--- config.mk ---
export PLATFORM = sky130hd
export DESIGN_NAME = divider_seq_u16_flat
export DESIGN_NICKNAME = d
export VERILOG_FILES = /design/src/rtl/divider_seq_u16_if.sv /design/src/rtl/divider_seq_u16.sv /design/src/flat_wrapper.sv
export SDC_FILE = /design/constraint.sdc
export NUM_CORES = 1
export LEC_CHECK = 0
export CAP_MARGIN = 20
export CORE_UTILIZATION = 45
export CTS_CLUSTER_DIAMETER = 40
export DETAILED_ROUTE_END_ITERATION = 8
export GPL_TIMING_DRIVEN = 0
export PLACE_DENSITY = 0.67
export SLEW_MARGIN = 0
export SYNTH_ARGS = -nofsm -noshare
export SYNTH_HDL_FRONTEND = slang
export SYNTH_SLANG_ARGS = --single-unit
--- constraint.sdc ---
create_clock -name clk -period 4.29 [get_ports clk]
set_input_delay 0.6435 -clock clk [delete_from_list [all_inputs] [get_ports clk]]
set_output_delay 0.6435 -clock clk [all_outputs]
set_load 0.01 [all_outputs]
--- src/rtl/divider_seq_u16_if.sv ---
// ----------------------------------------------------------------------------
// divider_seq_u16_if
// Request/result bundle for the sequential unsigned divider.
//   dividend  : numerator, driven by the master, sampled on the accept edge
//   divider   : denominator, driven by the master, sampled on the accept edge
//   start     : request level; a low-to-high transition launches a divide
//   quotient  : registered quotient, valid while ready=1 after a divide
//   remainder : registered remainder, valid while ready=1 after a divide
//   ready     : 1 = idle with results valid, 0 = busy or request pending
// Modports: master (requester side), slave (divider side).
// ----------------------------------------------------------------------------
interface divider_seq_u16_if #(
    parameter int WIDTH = 16
) ();
    logic [WIDTH-1:0] dividend;
    logic [WIDTH-1:0] divider;
    logic             start;
    logic [WIDTH-1:0] quotient;
    logic [WIDTH-1:0] remainder;
    logic             ready;

    modport master (
        output dividend,
        output divider,
        output start,
        input  quotient,
        input  remainder,
        input  ready
    );

    modport slave (
        input  dividend,
        input  divider,
        input  start,
        output quotient,
        output remainder,
        output ready
    );
endinterface

--- src/rtl/divider_seq_u16.sv ---
// ----------------------------------------------------------------------------
// divider_seq_u16
// Multi-cycle unsigned divider, restoring shift-subtract, one quotient bit per
// clock. A divide takes WIDTH clocks from the accept edge to ready=1.
// Divide by zero yields quotient = all ones, remainder = dividend.
// Ports:
//   clk  : rising-edge clock
//   rst  : asynchronous, active-high reset (aborts any divide in progress)
//   bus  : divider_seq_u16_if.slave (dividend/divider/start in,
//          quotient/remainder/ready out)
// ----------------------------------------------------------------------------
module divider_seq_u16 #(
    parameter int WIDTH = 16
) (
    input  logic                  clk,
    input  logic                  rst,
    divider_seq_u16_if.slave      bus
);
    localparam int CNT_W = $clog2(WIDTH + 1);

    typedef enum logic {
        S_IDLE = 1'b0,
        S_BUSY = 1'b1
    } state_t;

    state_t           r_state;
    state_t           w_state_nxt;

    logic             r_start_d;
    logic [CNT_W-1:0] r_cnt;
    logic [WIDTH-1:0] r_quotient;
    logic [WIDTH-1:0] r_remainder;

    // Working registers; only meaningful while busy, so they carry no reset.
    logic [WIDTH-1:0] r_dvd;
    logic [WIDTH-1:0] r_dvs;
    logic [WIDTH-1:0] r_rem;
    logic [WIDTH-1:0] r_quo;

    logic             w_req;
    logic             w_busy;
    logic             w_accept;
    logic             w_last;
    logic [WIDTH:0]   w_trial;
    logic             w_ge;
    logic [WIDTH-1:0] w_diff;
    logic [WIDTH-1:0] w_rem_nxt;
    logic [WIDTH-1:0] w_quo_nxt;

    // Request is a rising level of start; a level held high never re-triggers.
    assign w_req    = bus.start & ~r_start_d;
    assign w_busy   = (r_state == S_BUSY);
    assign w_accept = w_req & ~w_busy;
    assign w_last   = w_busy && (r_cnt == CNT_W'(1));

    // ready drops combinationally as soon as a new request shows up.
    assign bus.ready     = ~w_busy & ~w_req;
    assign bus.quotient  = r_quotient;
    assign bus.remainder = r_remainder;

    // One restoring step: shift in the next dividend bit, subtract if it fits.
    // The trial value needs WIDTH+1 bits for the compare; when the subtract is
    // taken the result is below the divider, so WIDTH-bit arithmetic suffices.
    // With divider=0 every step subtracts nothing and sets the quotient bit,
    // which gives all-ones / dividend without a special case.
    assign w_trial   = {r_rem, r_dvd[WIDTH-1]};
    assign w_ge      = (w_trial >= {1'b0, r_dvs});
    assign w_diff    = w_trial[WIDTH-1:0] - r_dvs;
    assign w_rem_nxt = w_ge ? w_diff : w_trial[WIDTH-1:0];
    assign w_quo_nxt = {r_quo[WIDTH-2:0], w_ge};

    always_comb begin
        w_state_nxt = r_state;
        case (r_state)
            S_IDLE: if (w_accept) w_state_nxt = S_BUSY;
            S_BUSY: if (w_last)   w_state_nxt = S_IDLE;
            default:              w_state_nxt = S_IDLE;
        endcase
    end

    always_ff @(posedge clk or posedge rst) begin
        if (rst) begin
            r_state     <= S_IDLE;
            r_start_d   <= 1'b0;
            r_cnt       <= '0;
            r_quotient  <= '0;
            r_remainder <= '0;
        end else begin
            r_state   <= w_state_nxt;
            r_start_d <= bus.start;
            if (w_accept) begin
                r_cnt <= CNT_W'(WIDTH);
            end else if (w_busy) begin
                r_cnt <= r_cnt - CNT_W'(1);
            end
            // Results are published on the edge the last step completes.
            if (w_last) begin
                r_quotient  <= w_quo_nxt;
                r_remainder <= w_rem_nxt;
            end
        end
    end

    always_ff @(posedge clk) begin
        if (w_accept) begin
            r_dvd <= bus.dividend;
            r_dvs <= bus.divider;
            r_rem <= '0;
            r_quo <= '0;
        end else if (w_busy) begin
            r_dvd <= {r_dvd[WIDTH-2:0], 1'b0};
            r_rem <= w_rem_nxt;
            r_quo <= w_quo_nxt;
        end
    end
endmodule

--- src/flat_wrapper.sv ---
// flat-port wrapper written by rule: the top's interface ports become plain ports
module divider_seq_u16_flat 
#(
    parameter int WIDTH = 16
)
  (clk, rst, bus_dividend, bus_divider, bus_start, bus_quotient, bus_remainder, bus_ready);
  divider_seq_u16_if #(.WIDTH(WIDTH)) bus_i ();
  input  logic clk;
  input  logic rst;
  input wire logic [$bits(bus_i.dividend)-1:0] bus_dividend;
  input wire logic [$bits(bus_i.divider)-1:0] bus_divider;
  input wire logic [$bits(bus_i.start)-1:0] bus_start;
  output wire logic [$bits(bus_i.quotient)-1:0] bus_quotient;
  output wire logic [$bits(bus_i.remainder)-1:0] bus_remainder;
  output wire logic [$bits(bus_i.ready)-1:0] bus_ready;
  assign bus_i.dividend = bus_dividend;
  assign bus_i.divider = bus_divider;
  assign bus_i.start = bus_start;
  assign bus_quotient = bus_i.quotient;
  assign bus_remainder = bus_i.remainder;
  assign bus_ready = bus_i.ready;
  divider_seq_u16 #(.WIDTH(WIDTH)) u_core (.clk(clk), .rst(rst), .bus(bus_i));
endmodule
==> flow_metrics.env, run 1 <==
export IMPL_drive_gt1_share_pct=11.58
export IMPL_reg2reg_slack_ns=1.54
export IMPL_syn_inst=504
export IMPL_synth_area_um2=5129
export IMPL_pin_count=68
export IMPL_postSynth_topFlopCell="dfrtp_1"
export IMPL_path_class="input pin to primary output"
export IMPL_rsz0062_at_grt="no"
export IMPL_start_util_pct=46.70
export IMPL_hold_buffers=0
export IMPL_dr_pass1_iters=5
export IMPL_async_reset_ff_share_pct=38.24
export IMPL_nets=636
export IMPL_cts_buffer_depth=2
export IMPL_via_per_inst=5.733
export IMPL_cts_setup_buffers=0
export IMPL_clk_latency_ns=0.35
export IMPL_port_buffers=67
export IMPL_cts_resized=0
export IMPL_overflow=0
export IMPL_die_height_um=108.8
export IMPL_rows=38
export IMPL_antenna_found_initial=0
export IMPL_root_buffer="clkbuf_16"
export IMPL_relSlewSlack_pct=42.87
export IMPL_min_period_over_period_pct=81.79
export IMPL_vdd_drop_max_mv=0.3180
export IMPL_hold_path_class="register to register"
export IMPL_start_kind="input pin"
export IMPL_path_clk_slew_ns=0.08
export IMPL_setup_violations=0
export IMPL_cp_end_kind="primary output"
export IMPL_fin_area_um2=6294
export IMPL_die_area_um2=11830
export IMPL_cts_sinks=102
export IMPL_syn_nets=558
export IMPL_holdPathStages=2
export IMPL_grt_max_degree=40
export IMPL_arrival_ns=2.87
export IMPL_reg2reg_to="u_core.bus.remainder[0]"
export IMPL_synthToLayoutAreaGrowth_pct=22.71
export IMPL_grt_pass1_vias=3968
export IMPL_cts_buffers=9
export IMPL_setup_slack_ns=0.7812
export IMPL_grtUsageTotal_pct=22.22
export IMPL_whs_ns=0.4437
export IMPL_place_area_um2=5976
export IMPL_antenna_left=0
export IMPL_yosysUniqueCellTypes=68
export IMPL_diodes=0
export IMPL_setup_tns_ns=0
export IMPL_num_vias=4168
export IMPL_grt_pass1_wl_um=20020
export IMPL_avgSynthCellArea_um2=10.18
export IMPL_min_to="u_core.bus.quotient[15]"
export IMPL_core_area_um2=10980
export IMPL_p_per_area_nw_per_um2=794.0
export IMPL_post_place_ws_ns=0.8077
export IMPL_cap_violations=0
export IMPL_skew_ns=0.01092
export IMPL_yosysSeqAreaShare_pct=49.87
export IMPL_synth_edf_count=32
export IMPL_min_from="u_core.r_quo[14]"
export IMPL_drc=0
export IMPL_die_w_um=108.8
export IMPL_status="completed"
export IMPL_path_max_fanout=10
export IMPL_ys_ff_latch=102
export IMPL_avgRoutedWirePerCell_um=17.26
export IMPL_htreeDepth=3
export IMPL_timing_rr_start="u_core.r_dvs[1]"
export IMPL_ys_warn_count=0
export IMPL_worstPathRequired_ns=3.65
export IMPL_reg2regPathDepth=9
export IMPL_place_gp_congestion=0.8922
export IMPL_utilization_pct=57.30
export IMPL_routed_wirelength_um=12550
export IMPL_fill_cells=981
export IMPL_hold_violations=0
export IMPL_worstMarginPinSlew_ns=0.8539
export IMPL_drt_iter0_markers=326
export IMPL_dpl_hpwl_um=8993
export IMPL_clock_fmax_mhz=285.0
export IMPL_cts_tree="built"
export IMPL_finalCriticalPeriod_ns=3.509
export IMPL_p_leak_nw=2.619
export IMPL_slew_viol_final=0
==> metrics by stage <==
stage                     power [mW]  cells
after floorplan                3.303    504
after global placement         4.039    711
after detailed placement       4.106    711
after CTS                      4.980    727
after global routing           5.316    727
final                          4.997    727
==> logic make-up (layout without fill, tap and decap cells) <==
family,Yosys count,in the layout,share of synthesized area [%]
mux,19,19,4.099
buf+inv,54,137,4.904
fa+ha+maj,19,19,4.782
flops,102,102,49.87
simple gates,178,178,16.78
compound gates,124,124,18.20
xor+xnor,8,8,1.366
==> report_power, final <==
| group | switching, mW | internal [mW] |
|---|---|---|
| logic | 1.33 | 1.07 |
| registers | 0.288 | 1.44 |
| clock network | 0.417 | 0.450 |
| total | 2.03 | 2.96 |
==> synthesized netlist by cell type, drive strengths merged (2+ instances only) <==
cell     number  share of area (%)
and2          6               0.73
a21oi        19                2.0
dfrtp        39                 19
nand2        94                6.9
nand3        11                1.2
a32oi         2               0.34
xor2          6                1.0
o2111ai       5               0.85
dfxtp        31                 12
inv          25                1.8
o22ai         2               0.24
buf          12                1.8
and3          4               0.59
a221oi        2               0.34
o311ai        6                1.0
nor4b         2               0.46
o31ai        10                1.8
xnor2         2               0.34
nor3          9                1.1
o211ai        9                1.4
a22o         14                2.4
a31o          3               0.51
o21ai        16                1.6
edfxtp       32                 19
a21o          8                1.2
mux2i         3               0.59
a211oi        6               0.88
o221ai        3               0.51
mux2         16                3.5
nor2         16                1.2
nor2b         4               0.49
or3           2               0.27
nand2b        5               0.61
nand4        17                2.1
a31oi         6               0.73
nand3b        2               0.37
a41oi         2               0.34
o21a          4               0.59
clkbuf       17                1.2
or2           3               0.37
ha           18                4.4
==> sequential cells by signal, summed over array words and instances (netlist names) <==
name                  count
u_core.r_state            1
u_core.r_start_d          1
u_core.r_dvd             16
u_core.r_dvs             16
u_core.r_quo             15
u_core.bus.remainder     16
u_core.bus.quotient      16
u_core.r_cnt              5
u_core.r_rem             16
==> worst max path at each step <==
stage	from	end	slack [ns]	depth (start not counted)
floorplan	bus_start	u_core.r_dvd[10]	1.71	4
global placement	bus_start	u_core.r_dvd[12]	0.49	5
detailed placement	bus_start	bus_ready	0.81	6
CTS	bus_start	bus_ready	0.80	6
global route	bus_start	bus_ready	0.66	6
finish	bus_start	bus_ready	0.78	6
==> layer usage <==
layer	vias up	GRT usage [%]	wire [um]
met1	1979	31.67	5934
met4	0	5.695	146
li1	2015	-	-
met2	159	34.72	5647
met3	15	4.184	821
met5	-	0	0
==> critical path: stages <==
cell,delay [ns]
clkdlybuf4s50_1,0.44
nand2b_1,0.15
and2_1,0.14
clkbuf_1,0.30
clkbuf_1,0.52
clkdlybuf4s50_1,0.66
==> layout by cell type, fill, tap and decap left out, types with 6 or more instances in the layout <==
cell / count
clkbuf_16: 10
nand4_1: 17
a211oi_1: 6
edfxtp_1: 32
ha_1: 18
o21ai_0: 14
dfrtp_1: 39
a31oi_1: 6
and2_1: 6
o211ai_1: 8
inv_1: 24
nor3_1: 7
a21o_1: 7
clkbuf_1: 16
nand3_1: 10
mux2_2: 16
buf_2: 6
nor2_1: 15
a22o_1: 14
xor2_1: 6
nand2_1: 94
dfxtp_1: 31
o31ai_1: 8
clkdlybuf4s50_1: 67
a21oi_1: 17
==> final cells by class <==
cell class | count | area, um^2 | share of cell area [%]
sequential | 102 | 2557 | 40.64
multi-input combinational | 348 | 2320 | 36.86
timing repair buffer | 67 | 670.6 | 10.66
clock buffer | 10 | 250.2 | 3.976
tap | 140 | 175.2 | 2.783
buffer | 29 | 158.9 | 2.525
inverter | 25 | 93.84 | 1.491
clock inverter | 6 | 67.56 | 1.074
Power figures use the tool's default switching activity.
==> run 2: changes to the inputs <==
--- a/config.mk
+++ b/config.mk
@@ -10,7 +10,7 @@
 export CTS_CLUSTER_DIAMETER = 40
 export DETAILED_ROUTE_END_ITERATION = 8
 export GPL_TIMING_DRIVEN = 0
-export PLACE_DENSITY = 0.67
+export PLACE_DENSITY = 0.7
 export SLEW_MARGIN = 0
 export SYNTH_ARGS = -nofsm -noshare
 export SYNTH_HDL_FRONTEND = slang
==> constraint.sdc (replaced) <==
create_clock -name clk -period 3.22 [get_ports clk]
set_input_delay 0.483 -clock clk [delete_from_list [all_inputs] [get_ports clk]]
set_output_delay 0.483 -clock clk [all_outputs]
set_load 0.01 [all_outputs]
==> flow_metrics.env, run 2 (synthesized netlist as in run 1, its figures left out) <==
export IMPL_final_cell_mix="nand2_1 (94), clkdlybuf4s50_1 (67), dfrtp_1 (39), edfxtp_1 (32), dfxtp_1 (31)"
export IMPL_setup_violations=0
export IMPL_reg2reg_to="u_core.r_rem[14]"
export IMPL_dr_pass1_iters=5
export IMPL_worstMarginPinSlew_ns=0.9484
export IMPL_holdPathStages=2
export IMPL_antenna_left=0
export IMPL_synthToLayoutAreaGrowth_pct=22.47
export IMPL_path_clk_slew_ns=0.07
export IMPL_root_buffer="clkbuf_16"
export IMPL_drc=0
export IMPL_timing_rr_start="u_core.r_rem[8]"
export IMPL_diodes=0
export IMPL_overflow=0
export IMPL_final_common_cell="nand2_1"
export IMPL_cts_buffers=9
export IMPL_grt_met1_usage_pct=31.74
export IMPL_arrival_ns=2.55
export IMPL_grtUsageMet2_pct=36.62
export IMPL_start_util_pct=46.70
export IMPL_placed_cells=712
export IMPL_grt_pass1_wl_um=20730
export IMPL_relSlewSlack_pct=36.61
export IMPL_grtUsageTotal_pct=23.27
export IMPL_fin_area_um2=6281
export IMPL_slew_viol_final=0
export IMPL_nets=637
export IMPL_p_seq_share_pct=34.9
export IMPL_core_area_um2=10980
export IMPL_place_area_um2=5989
export IMPL_min_period_over_period_pct=94.27
export IMPL_finalCriticalPeriod_ns=3.036
export IMPL_avgRoutedWirePerCell_um=17.56
export IMPL_cts_tree="built"
export IMPL_dpl_hpwl_um=9253
export IMPL_cpMostUsedCell="clkdlybuf4s50_1"
export IMPL_status="completed"
export IMPL_cap_violations=0
export IMPL_swShare_pct=40.40
export IMPL_path_max_fanout=10
export IMPL_setup_tns_ns=0
export IMPL_place_gp_congestion=0.9045
export IMPL_vdd_drop_max_mv=0.4188
export IMPL_fin_cells=728
export IMPL_antenna_found_initial=0
export IMPL_port_buffers=67
export IMPL_skew_ns=0.007129
export IMPL_busiest_layer="met2"
export IMPL_critPathMaxStageDelay_ns=0.61
export IMPL_clock_fmax_mhz=329.4
export IMPL_clk_latency_ns=0.35
export IMPL_die_w_um=108.8
export IMPL_p_clk_share_pct=16.4
export IMPL_grt_pass1_vias=4141
export IMPL_die_area_um2=11830
export IMPL_grt_max_degree=40
export IMPL_cpLargestDelayFamily="buffers and inverters"
export IMPL_netSwitchingPower_mw=2.670
export IMPL_num_vias=4268
export IMPL_min_from="u_core.r_quo[14]"
export IMPL_rows=38
export IMPL_path_class="input pin to primary output"
export IMPL_worstPathRequired_ns=2.74
export IMPL_p_leak_nw=2.614
export IMPL_path_cells="clkdlybuf4s50_1, nand2b_1, and2_1, clkbuf_1, clkbuf_2, clkdlybuf4s50_1"
export IMPL_crit_buf_inv=4
export IMPL_reg2regPathDepth=8
export IMPL_cts_sinks=102
export IMPL_min_to="u_core.bus.quotient[15]"
export IMPL_cts_buffer_depth=2
export IMPL_drt_iter0_markers=419
export IMPL_intPower_mw=3.940
export IMPL_via_per_inst=5.863
export IMPL_drive_gt1_share_pct=11.39
export IMPL_p_per_area_nw_per_um2=1052
export IMPL_cp_end_kind="primary output"
export IMPL_cp_slowest_cell="clkdlybuf4s50_1"
export IMPL_htreeDepth=3
export IMPL_grt_use_met3_pct=4.603
export IMPL_reg2reg_slack_ns=0.46
export IMPL_pin_count=68
export IMPL_power_frac_comb_pct=48.7
export IMPL_die_height_um=108.8
export IMPL_start_kind="input pin"
export IMPL_hold_path_class="register to register"
export IMPL_rsz0062_at_grt="no"
export IMPL_hold_violations=0
export IMPL_utilization_pct=57.19
export IMPL_routed_wirelength_um=12790
-- run 2: layout make-up --
type	instances	area, um^2
Buffer	29	158.9
Fill cell	994	4702
Inverter	25	93.84
Tap cell	140	175.2
Multi-Input combinational cell	348	2320
Clock inverter	4	32.53
Timing Repair Buffer	68	685.7
Sequential cell	102	2557
Clock buffer	12	257.7
-- run 2: per-stage QoR --
step	setup WS (ns)	hold WS (ns)	power [mW]
3_3_place_gp	-0.4384	0.4308	5.380
4_1_cts	0.01358	0.4504	6.600
6_report	0.1844	0.4432	6.610
5_1_grt	0.1611	0.4672	7.072
2_1_floorplan	0.7989	0.4124	4.401
3_5_place_dp	-0.05411	0.4421	5.494
-- run 2: tightest hold or removal path: cells and delay by family, from the launching register on --
family	cells	cell delay, ns
flops	1	0.31
simple gates	2	0.09
-- run 2: worst max path at each step --
stage / start / to / slack, ns / depth (start not counted)
2_1_floorplan: bus_start / u_core.r_dvd[10] / 0.80 / 4
3_3_place_gp: bus_start / u_core.r_dvd[13] / -0.44 / 5
3_5_place_dp: bus_start / u_core.r_dvd[12] / -0.05 / 6
4_1_cts: bus_start / bus_ready / 0.01 / 6
5_1_grt: bus_start / bus_ready / 0.16 / 6
6_report: bus_start / bus_ready / 0.18 / 6
-- run 2: per-layer routing --
layer	vias to the layer above	wire, um
met3	25	759
met4	0	282
met5	-	0
met2	172	5927
li1	2011	-
met1	2060	5816
-- run 2: timing repair --
action,4_1_cts,5_1_grt
setup buffers,0,0
hold buffers,0,0
gates resized for setup,0,2
setup endpoints to repair,0,1
-- run 2: power groups by stage --
stage | registers (mW) | clock network (mW) | logic, mW
final | 2.31 | 1.09 | 3.22
after global routing | 2.36 | 1.16 | 3.55
after CTS | 2.31 | 1.10 | 3.19
after detailed placement | 2.33 | 0 | 3.17
after global placement | 2.31 | 0 | 3.07
after floorplan | 2.28 | 0 | 2.12
